### src/rtl/gpr_write_arbiter.sv
// Shares the GPR write port between the writeback stage and a FIFO of late mul/div results.
// Optional WB_ARB_BYPASS_EN: an empty FIFO on an idle port forwards a mul/div result directly.
module gpr_write_arbiter #(
    parameter int DEPTH        = 2,
    parameter int STARVE_LIMIT = 4
) (
    input  logic        clk,
    input  logic        reset,
    input  logic        wb_we,
    input  logic [4:0]  wb_addr,
    input  logic [31:0] wb_data,
    input  logic        md_valid,
    output logic        md_ready,
    input  logic [4:0]  md_addr,
    input  logic [31:0] md_data,
    output logic        gpr_we,
    output logic [4:0]  gpr_addr,
    output logic [31:0] gpr_data,
    output logic        stall_req,
    output logic [3:0]  md_count
);

    localparam int         PTR_W   = (DEPTH > 1) ? $clog2(DEPTH) : 1;
    localparam logic [3:0] DEPTH_C = 4'(DEPTH);
    localparam logic [3:0] LIMIT_C = 4'(STARVE_LIMIT);

    logic [4:0]       fifo_addr [DEPTH];
    logic [31:0]      fifo_data [DEPTH];
    logic [PTR_W-1:0] wr_ptr;
    logic [PTR_W-1:0] rd_ptr;
    logic [3:0]       count;
    logic [3:0]       starve_cnt;

    logic wb_eff;
    logic fifo_empty;
    logic accept;
    logic drain;
    logic bypass;
    logic push;

    assign md_ready  = (count != DEPTH_C);
    assign stall_req = (starve_cnt >= LIMIT_C);
    assign md_count  = count;

    always_comb begin
        wb_eff     = wb_we && (wb_addr != 5'd0);
        fifo_empty = (count == 4'd0);
        // A handshake to $0 completes but carries nothing worth storing.
        accept     = md_valid && md_ready && (md_addr != 5'd0);
        drain      = !fifo_empty && (stall_req || !wb_eff);
`ifdef WB_ARB_BYPASS_EN
        bypass     = accept && fifo_empty && !stall_req && !wb_eff;
`else
        bypass     = 1'b0;
`endif
        push       = accept && !bypass;
    end

    always_ff @(posedge clk) begin
        if (push) begin
            fifo_addr[wr_ptr] <= md_addr;
            fifo_data[wr_ptr] <= md_data;
        end
    end

    always_ff @(posedge clk) begin
        if (reset) begin
            gpr_we     <= 1'b0;
            gpr_addr   <= 5'd0;
            gpr_data   <= 32'd0;
            wr_ptr     <= '0;
            rd_ptr     <= '0;
            count      <= 4'd0;
            starve_cnt <= 4'd0;
        end else begin
            if (drain) begin
                gpr_we   <= 1'b1;
                gpr_addr <= fifo_addr[rd_ptr];
                gpr_data <= fifo_data[rd_ptr];
                rd_ptr   <= rd_ptr + 1'b1;
            end else if (wb_eff && !stall_req) begin
                gpr_we   <= 1'b1;
                gpr_addr <= wb_addr;
                gpr_data <= wb_data;
            end else if (bypass) begin
                gpr_we   <= 1'b1;
                gpr_addr <= md_addr;
                gpr_data <= md_data;
            end else begin
                gpr_we   <= 1'b0;
            end

            if (push) begin
                wr_ptr <= wr_ptr + 1'b1;
            end

            case ({push, drain})
                2'b10:   count <= count + 4'd1;
                2'b01:   count <= count - 4'd1;
                default: count <= count;
            endcase

            // Counts cycles the head sits blocked; saturates so stall_req holds until the drain.
            if (fifo_empty || drain) begin
                starve_cnt <= 4'd0;
            end else if (starve_cnt < LIMIT_C) begin
                starve_cnt <= starve_cnt + 4'd1;
            end
        end
    end

endmodule

### config.mk
export PLATFORM = sky130hd
export DESIGN_NAME = gpr_write_arbiter
export DESIGN_NICKNAME = d
export VERILOG_FILES = /design/src/rtl/gpr_write_arbiter.sv
export SDC_FILE = /design/constraint.sdc
export NUM_CORES = 1
export LEC_CHECK = 0
export ABC_CLOCK_PERIOD_IN_PS = 5900
export CAP_MARGIN = 15
export CORE_ASPECT_RATIO = 1.75
export CORE_MARGIN = 3
export CORE_UTILIZATION = 50
export DETAILED_ROUTE_END_ITERATION = 6
export PLACE_DENSITY = 0.81
export SYNTH_ARGS = -nofsm -noshare
export SYNTH_HDL_FRONTEND = slang
export SYNTH_SLANG_ARGS = --single-unit
### constraint.sdc
create_clock -name clk -period 5.9 [get_ports clk]
set_input_delay 0.885 -clock clk [delete_from_list [all_inputs] [get_ports clk]]
set_output_delay 0.885 -clock clk [all_outputs]
set_load 0.05 [all_outputs]
==> results of run 1 <==
flip-flops by register name, indices dropped and copies added (netlist names), named ones only:
name / cells
md_count: 4
gpr_addr: 5
wr_ptr: 1
gpr_we: 1
gpr_data: 32
rd_ptr: 1
fifo_addr: 10
fifo_data: 64
starve_cnt: 4
critical path, cell delays in order:
cell and delay (ns):
clkdlybuf4s50_1 0.44, or4_1 0.55, o211ai_1 0.65, ha_1 0.43
or3_1 0.41, o32ai_1 0.19, mux2_2 0.38
power breakdown:
group	internal [mW]	switching (mW)	leakage, nW
sequential	1.12	0.104	1.10
combinational	0.478	0.855	0.987
clock	0.697	0.355	0.285
cell type report:
type | instances | area, sq um
Timing Repair Buffer | 126 | 1254
Inverter | 3 | 11.26
Clock buffer | 17 | 425.4
Fill cell | 637 | 2492
Tap cell | 120 | 150.1
Sequential cell | 123 | 3204
Clock inverter | 15 | 180.2
Multi-Input combinational cell | 235 | 1491
metrics by stage:
stage / util [%] / cells / instance area [sq um]
after detailed placement: 66.09 / 605 / 6086
after floorplan: - / 387 / 4793
after global placement: 66.09 / 605 / 6086
after CTS: 72.66 / 637 / 6691
after global routing: 72.93 / 639 / 6716
final: 72.93 / 639 / 6716
cell families (layout without fill, tap and decap cells):
group	Yosys count	count (layout)	share of synthesized area [%]
AOI/OAI and AO/OA	88	88	11.54
xor gates and xnor gates	5	5	0.9138
adders and majority gates	4	4	1.044
buffers and inverters	29	161	2.584
DFF	123	123	66.82
muxes	40	40	8.379
other	1	1	0.07823
and+or+nand+nor	97	97	8.640
cells in the final DEF, fill, tap and decap left out:
cell type and count:
a21oi_1 44, a31oi_1 1, buf_12 1, buf_2 1, buf_4 3, bufinv_16 4
clkbuf_16 17, clkbuf_2 1, clkdlybuf4s50_1 120, clkinv_1 4, clkinv_2 3, clkinvlp_4 4
conb_1 1, dfxtp_1 48, dfxtp_2 1, edfxtp_1 74, ha_1 4, inv_1 3
mux2_2 1, mux2i_1 39, nand2_1 73, nand3_1 1, nor2_1 6, nor2_4 2
nor2b_1 4, nor4_1 4, o211a_1 1, o211ai_1 38, o211ai_4 1, o21ai_0 2
o32ai_1 1, or3_1 3, or4_1 1, or4_2 1, or4_4 1, or4b_1 1
xnor2_1 2, xor2_1 3
final timing paths:
kind / slack [ns] / from / cells past startpoint / endpoint
worst max-delay path: 2.25 / md_addr[0] / 7 / md_count[3]$_SDFFE_PP0P_
worst min-delay path: 0.52 / rd_ptr$_SDFFE_PP0N_ / 2 / rd_ptr$_SDFFE_PP0N_
worst max register to register: 2.83 / starve_cnt[3]$_SDFFE_PP0N_ / 8 / md_count[3]$_SDFFE_PP0P_
worst min register to register: 0.52 / rd_ptr$_SDFFE_PP0N_ / 2 / rd_ptr$_SDFFE_PP0N_
cells in the mapped netlist (2+ instances only):
library cell	number
or3_1	3
edfxtp_1	74
buf_2	12
inv_1	3
dfxtp_1	49
or4_1	2
xnor2_1	2
nor4_1	4
buf_1	2
xor2_1	3
ha_1	4
mux2i_1	39
nor2b_1	4
nor2_1	8
o211ai_1	38
a21oi_1	44
nand2_1	73
o21ai_0	2
clkbuf_1	12
per-layer routing:
metal | vias to the layer above | global-route usage [%] | part of all wire [%] | wire (um)
met5 | - | 0 | 0 | 0
li1 | 1665 | - | - | -
met2 | 113 | 39.44 | 57 | 6374
met4 | 0 | 10.43 | 2.5 | 285
met3 | 16 | 6.258 | 4.3 | 486
met1 | 1666 | 22.40 | 36 | 4057
==> out/results.ini, run 1 <==
[run_status]
outcome = finished clean

[die]
start_util_pct = 52.05
die_w_um = 80.02
std_cell_rows = 46
coreArea_sq_um = 9209
die_h_um = 135.5
dieArea_sq_um = 10840
pin_count = 122

[sta]
final_max_slew_viol_count = 0
slew_headroom_pct = 25.57
fin_ws_ns = 2.254
hold_ws_ns = 0.5178
tightest_slew_ns = 1.114
layout_min_cycle_time_ns = 3.646
setup_viol = 0
fmax_ghz = 0.2743
finalSetupTns_ns = 0
finalHoldViolations = 0
fin_skew_ns = 0.006088
finalCritPeriodShare_pct = 61.79
rsz0062_at_grt = false

[logic_synthesis]
synth_area_leaders = edfxtp_1, dfxtp_1, mux2i_1, o211ai_1, nand2_1
yosys_warnings = 0
synth.largest_area_cell = edfxtp_1
synth_ff_type = edfxtp_1
synth-async-reset-ratio_pct = 0
syn_area_per_cell_sq_um = 12.39
synth_cells = 387
ys_seq_elements = 123
yosysSeqAreaShare_pct = 66.82
synth-edff-count = 74
ys_types = 28
synth_nets = 469
netlist.area_leader.share_pct = 46.36
synth_area_sq_um = 4793

[detailed_routing]
num_vias = 3460
drt_iter0_markers = 146
ant_nets = 0
drt-vias-per-instance = 5.415
totalWireLength_um = 11200
post_drt_wl_per_cell_um = 17.53
drc = 0
first_pass_iters = 4

[placement]
place_ws_ns = 1.842
port_buffers = 121
hpwl_um = 7083
place_congestion = 0.8381

[clocking]
ctsHtreeMaxLevel = 4
ctsResizeCount = 0
cts_buffers = 17
post_cts.repair.setup_buffers = 0
cts_tree = done
cts_sinks = 123
postCtsHoldBufs = 0
cts_root_buf = clkbuf_16
ctsLongestPathBuffers = 2
clock_latency_ns = 0.40
clk_pin_slew_ns = 0.05

[min_path]
hold_path.class = register to register

[worst_setup_path]
critPathRequiredTime_ns = 6.19
crit_fanout = 6
cp.arrival_ns = 3.93
crit_type = input pin to register
startpoint_type = input pin
setup.worst_path.end_class = register

[global_route]
track_usage_pct = 21.77
grt_overflow_total = 0
grt_max_degree = 75
antenna_found_initial = 0
grt_pass1_vias = 3623
grt_pass1_wl_um = 17390

[power]
finalPower_mw = 3.613
ir_worst_vdd_mv = 0.4332
p_leak_nw = 2.369
p_per_area_nw_per_um2 = 537.9

[finish]
nets = 588
syn_to_final_growth_pct = 40.12
n_antenna_cell = 0
drive_above_1_share_pct = 7.900

[run]
maxCapViolCount = 0

(Power assumes the default switching activity.)
==> run 2, diff against run 1 <==
==> config.mk (replaced) <==
export PLATFORM = sky130hd
export DESIGN_NAME = gpr_write_arbiter
export DESIGN_NICKNAME = d
export VERILOG_FILES = /design/src/rtl/gpr_write_arbiter.sv
export SDC_FILE = /design/constraint.sdc
export NUM_CORES = 1
export LEC_CHECK = 0
export ABC_CLOCK_PERIOD_IN_PS = 3400
export CAP_MARGIN = 15
export CORE_ASPECT_RATIO = 1.75
export CORE_MARGIN = 3
export CORE_UTILIZATION = 49
export DETAILED_ROUTE_END_ITERATION = 6
export PLACE_DENSITY = 0.8
export SYNTH_ARGS = -nofsm -noshare
export SYNTH_HDL_FRONTEND = slang
export SYNTH_SLANG_ARGS = --single-unit
==> constraint.sdc (replaced) <==
create_clock -name clk -period 3.4 [get_ports clk]
set_input_delay 0.51 -clock clk [delete_from_list [all_inputs] [get_ports clk]]
set_output_delay 0.51 -clock clk [all_outputs]
set_load 0.05 [all_outputs]
==> out/results.ini, run 2 (synthesis results as in run 1) <==
[die]
pin_count = 122  ; unchanged
dieArea_sq_um = 11050  ; +1.9%
start_util_pct = 50.32  ; -1.7 points
std_cell_rows = 47  ; +2.2%
die_w_um = 80.77  ; +0.94%
coreArea_sq_um = 9527  ; +3.5%
die_h_um = 136.8  ; +0.97%

[clocking]
cts_root_buf = clkbuf_16
ctsHtreeMaxLevel = 4  ; unchanged
ctsResizeCount = 0  ; unchanged
clk_pin_slew_ns = 0.05  ; about the same
post_cts.repair.setup_buffers = 0  ; unchanged
clock_latency_ns = 0.41  ; about the same
ctsLongestPathBuffers = 2  ; unchanged
cts_tree = done
cts_buffers = 17  ; unchanged
postCtsHoldBufs = 0  ; unchanged
cts_sinks = 123  ; unchanged

[sta]
finalHoldViolations = 0  ; unchanged
layout_min_cycle_time_ns = 2.992
hold_ws_ns = 0.5090  ; -0.008873 ns
tightest_slew_ns = 0.9868  ; -0.1271 ns
finalCritPeriodShare_pct = 87.99
finalSetupTns_ns = 0  ; unchanged
setup_viol = 0  ; unchanged
fmax_ghz = 0.3343
rsz0062_at_grt = false
slew_headroom_pct = 34.21  ; +8.6 points
final_max_slew_viol_count = 0  ; unchanged
fin_skew_ns = 0.004883  ; -0.001205 ns

[placement]
place_congestion = 0.8038  ; -4.1%
port_buffers = 121  ; unchanged
hpwl_um = 7450  ; +5.2%

[run_status]
outcome = finished clean

[finish]
fillerInstances = 703  ; +10%
final_common_cell = clkdlybuf4s50_1
nets = 593  ; +0.85%
reg_top3 = fifo_data: 64 flops, gpr_data: 32 flops, fifo_addr: 10 flops
n_antenna_cell = 0  ; unchanged
drive_above_1_share_pct = 9.351  ; +1.5 points
largest_register_ffs = 64  ; unchanged
regMostFlops = fifo_data
final_core_util_pct = 71.03  ; -1.9 points
layout_common_cells = clkdlybuf4s50_1, edfxtp_1, nand2_1
syn_to_final_growth_pct = 41.16

[worst_setup_path]
crit_fanout = 4  ; -2
regToRegSetupSlack_ns = 0.74  ; -2.09 ns
slowest_delay_ns = 0.59  ; -0.06 ns
crit_type = input pin to register
setup.worst_path.end_class = register
reg2regPathDepth = 9  ; +1
cp.arrival_ns = 3.32  ; -0.61 ns
cpMaxStageDelayCell = or4_4
r2r-start = md_count[1]$_SDFFE_PP0P_
r2r-end = md_count[2]$_SDFFE_PP0P_
critPathRequiredTime_ns = 3.73  ; -2.46 ns
crit_chain = clkdlybuf4s50_1, or4_4, o211a_1, nor2_1, ha_1, xor2_1, ha_1, a21oi_1, xor2_1, or3_1, a21oi_1
startpoint_type = input pin

[global_route]
grt_use_met3_pct = 5.270  ; -0.99 points
grt_overflow_total = 0  ; unchanged
antenna_found_initial = 0  ; unchanged
top_usage_layer = met2
grt_pass1_wl_um = 17250  ; -0.83%
grt_pass1_vias = 3555  ; -1.9%
track_usage_pct = 21.25  ; -0.52 points
use_met2_pct = 39.21  ; -0.23 points
grt_max_degree = 50  ; -33%
grtUsageMet1_pct = 21.95  ; -0.45 points

[detailed_routing]
num_vias = 3496  ; +1.0%
drt_iter0_markers = 186  ; +27%
post_drt_wl_per_cell_um = 17.57  ; +0.20%
drt-vias-per-instance = 5.412  ; about the same
ant_nets = 0  ; unchanged
drc = 0  ; unchanged
first_pass_iters = 4  ; unchanged
totalWireLength_um = 11350  ; +1.3%

[power]
ir_worst_vdd_mv = 0.6403  ; +48%
p_per_area_nw_per_um2 = 926.0  ; +72%
p_leak_nw = 2.386  ; +0.71%

[min_path]
hold_path.class = register to register
min_path_cells = 2  ; unchanged
hp-start = rd_ptr$_SDFFE_PP0N_

[run]
maxCapViolCount = 0  ; unchanged

## run 2: layer usage
layer | wire length [um] | vias to the layer above
met3 | 461 | 20
met1 | 4207 | 1694
li1 | - | 1672
met4 | 271 | 0
met2 | 6409 | 110
met5 | 0 | -
## run 2: through the flow
stage	setup WS [ns]	power [mW]	cell area, sq um	cells
floorplan	-0.1865	3.717	4793	387
global placement	0.1255	4.432	6166	614
detailed placement	0.02685	4.504	6166	614
CTS	0.4579	6.313	6766	646
global route	0.2870	6.544	6766	646
finish	0.4084	6.266	6766	646
## run 2: cell type report
class / count / area, sq um / area share, %
repair buffers: 131 / 1306 / 19.30
flip-flops and latches: 123 / 3204 / 47.36
multi-input cells: 235 / 1491 / 22.04
well taps: 122 / 152.6 / 2.256
clock buffers: 17 / 425.4 / 6.287
clock inverters: 15 / 175.2 / 2.589
inverters: 3 / 11.26 / 0.1664
## run 2: critical path, delay by kind of cell
family                   cells  cell delay (ns)
buffers and inverters        1             0.49
XOR/XNOR                     2             0.36
adder cells (fa/ha/maj)      2             0.45
AO/OA/AOI/OAI                3             0.43
AND/OR/NAND/NOR              3             1.07
## run 2: worst max path at each step
| stage | endpoint | cells after the start | start | slack (ns) |
|---|---|---|---|---|
| 2_1_floorplan | fifo_addr[0][0]$_DFFE_PP_ | 3 | md_count[0]$_SDFFE_PP0P_ | -0.19 |
| 3_3_place_gp | md_count[3]$_SDFFE_PP0P_ | 8 | wb_addr[0] | 0.13 |
| 3_5_place_dp | md_count[2]$_SDFFE_PP0P_ | 11 | wb_addr[0] | 0.03 |
| 4_1_cts | md_count[2]$_SDFFE_PP0P_ | 11 | wb_addr[0] | 0.46 |
| 5_1_grt | md_count[2]$_SDFFE_PP0P_ | 11 | wb_addr[0] | 0.29 |
| 6_report | md_count[2]$_SDFFE_PP0P_ | 11 | wb_addr[0] | 0.41 |
## run 2: where the power goes
| group | leakage (nW) | internal, mW | total, mW | switching (mW) |
|---|---|---|---|---|
| Sequential | 1.10 | 1.95 | 2.17 | 0.225 |
| Combinational | 1.01 | 0.854 | 2.30 | 1.45 |
| Clock | 0.275 | 1.15 | 1.79 | 0.643 |
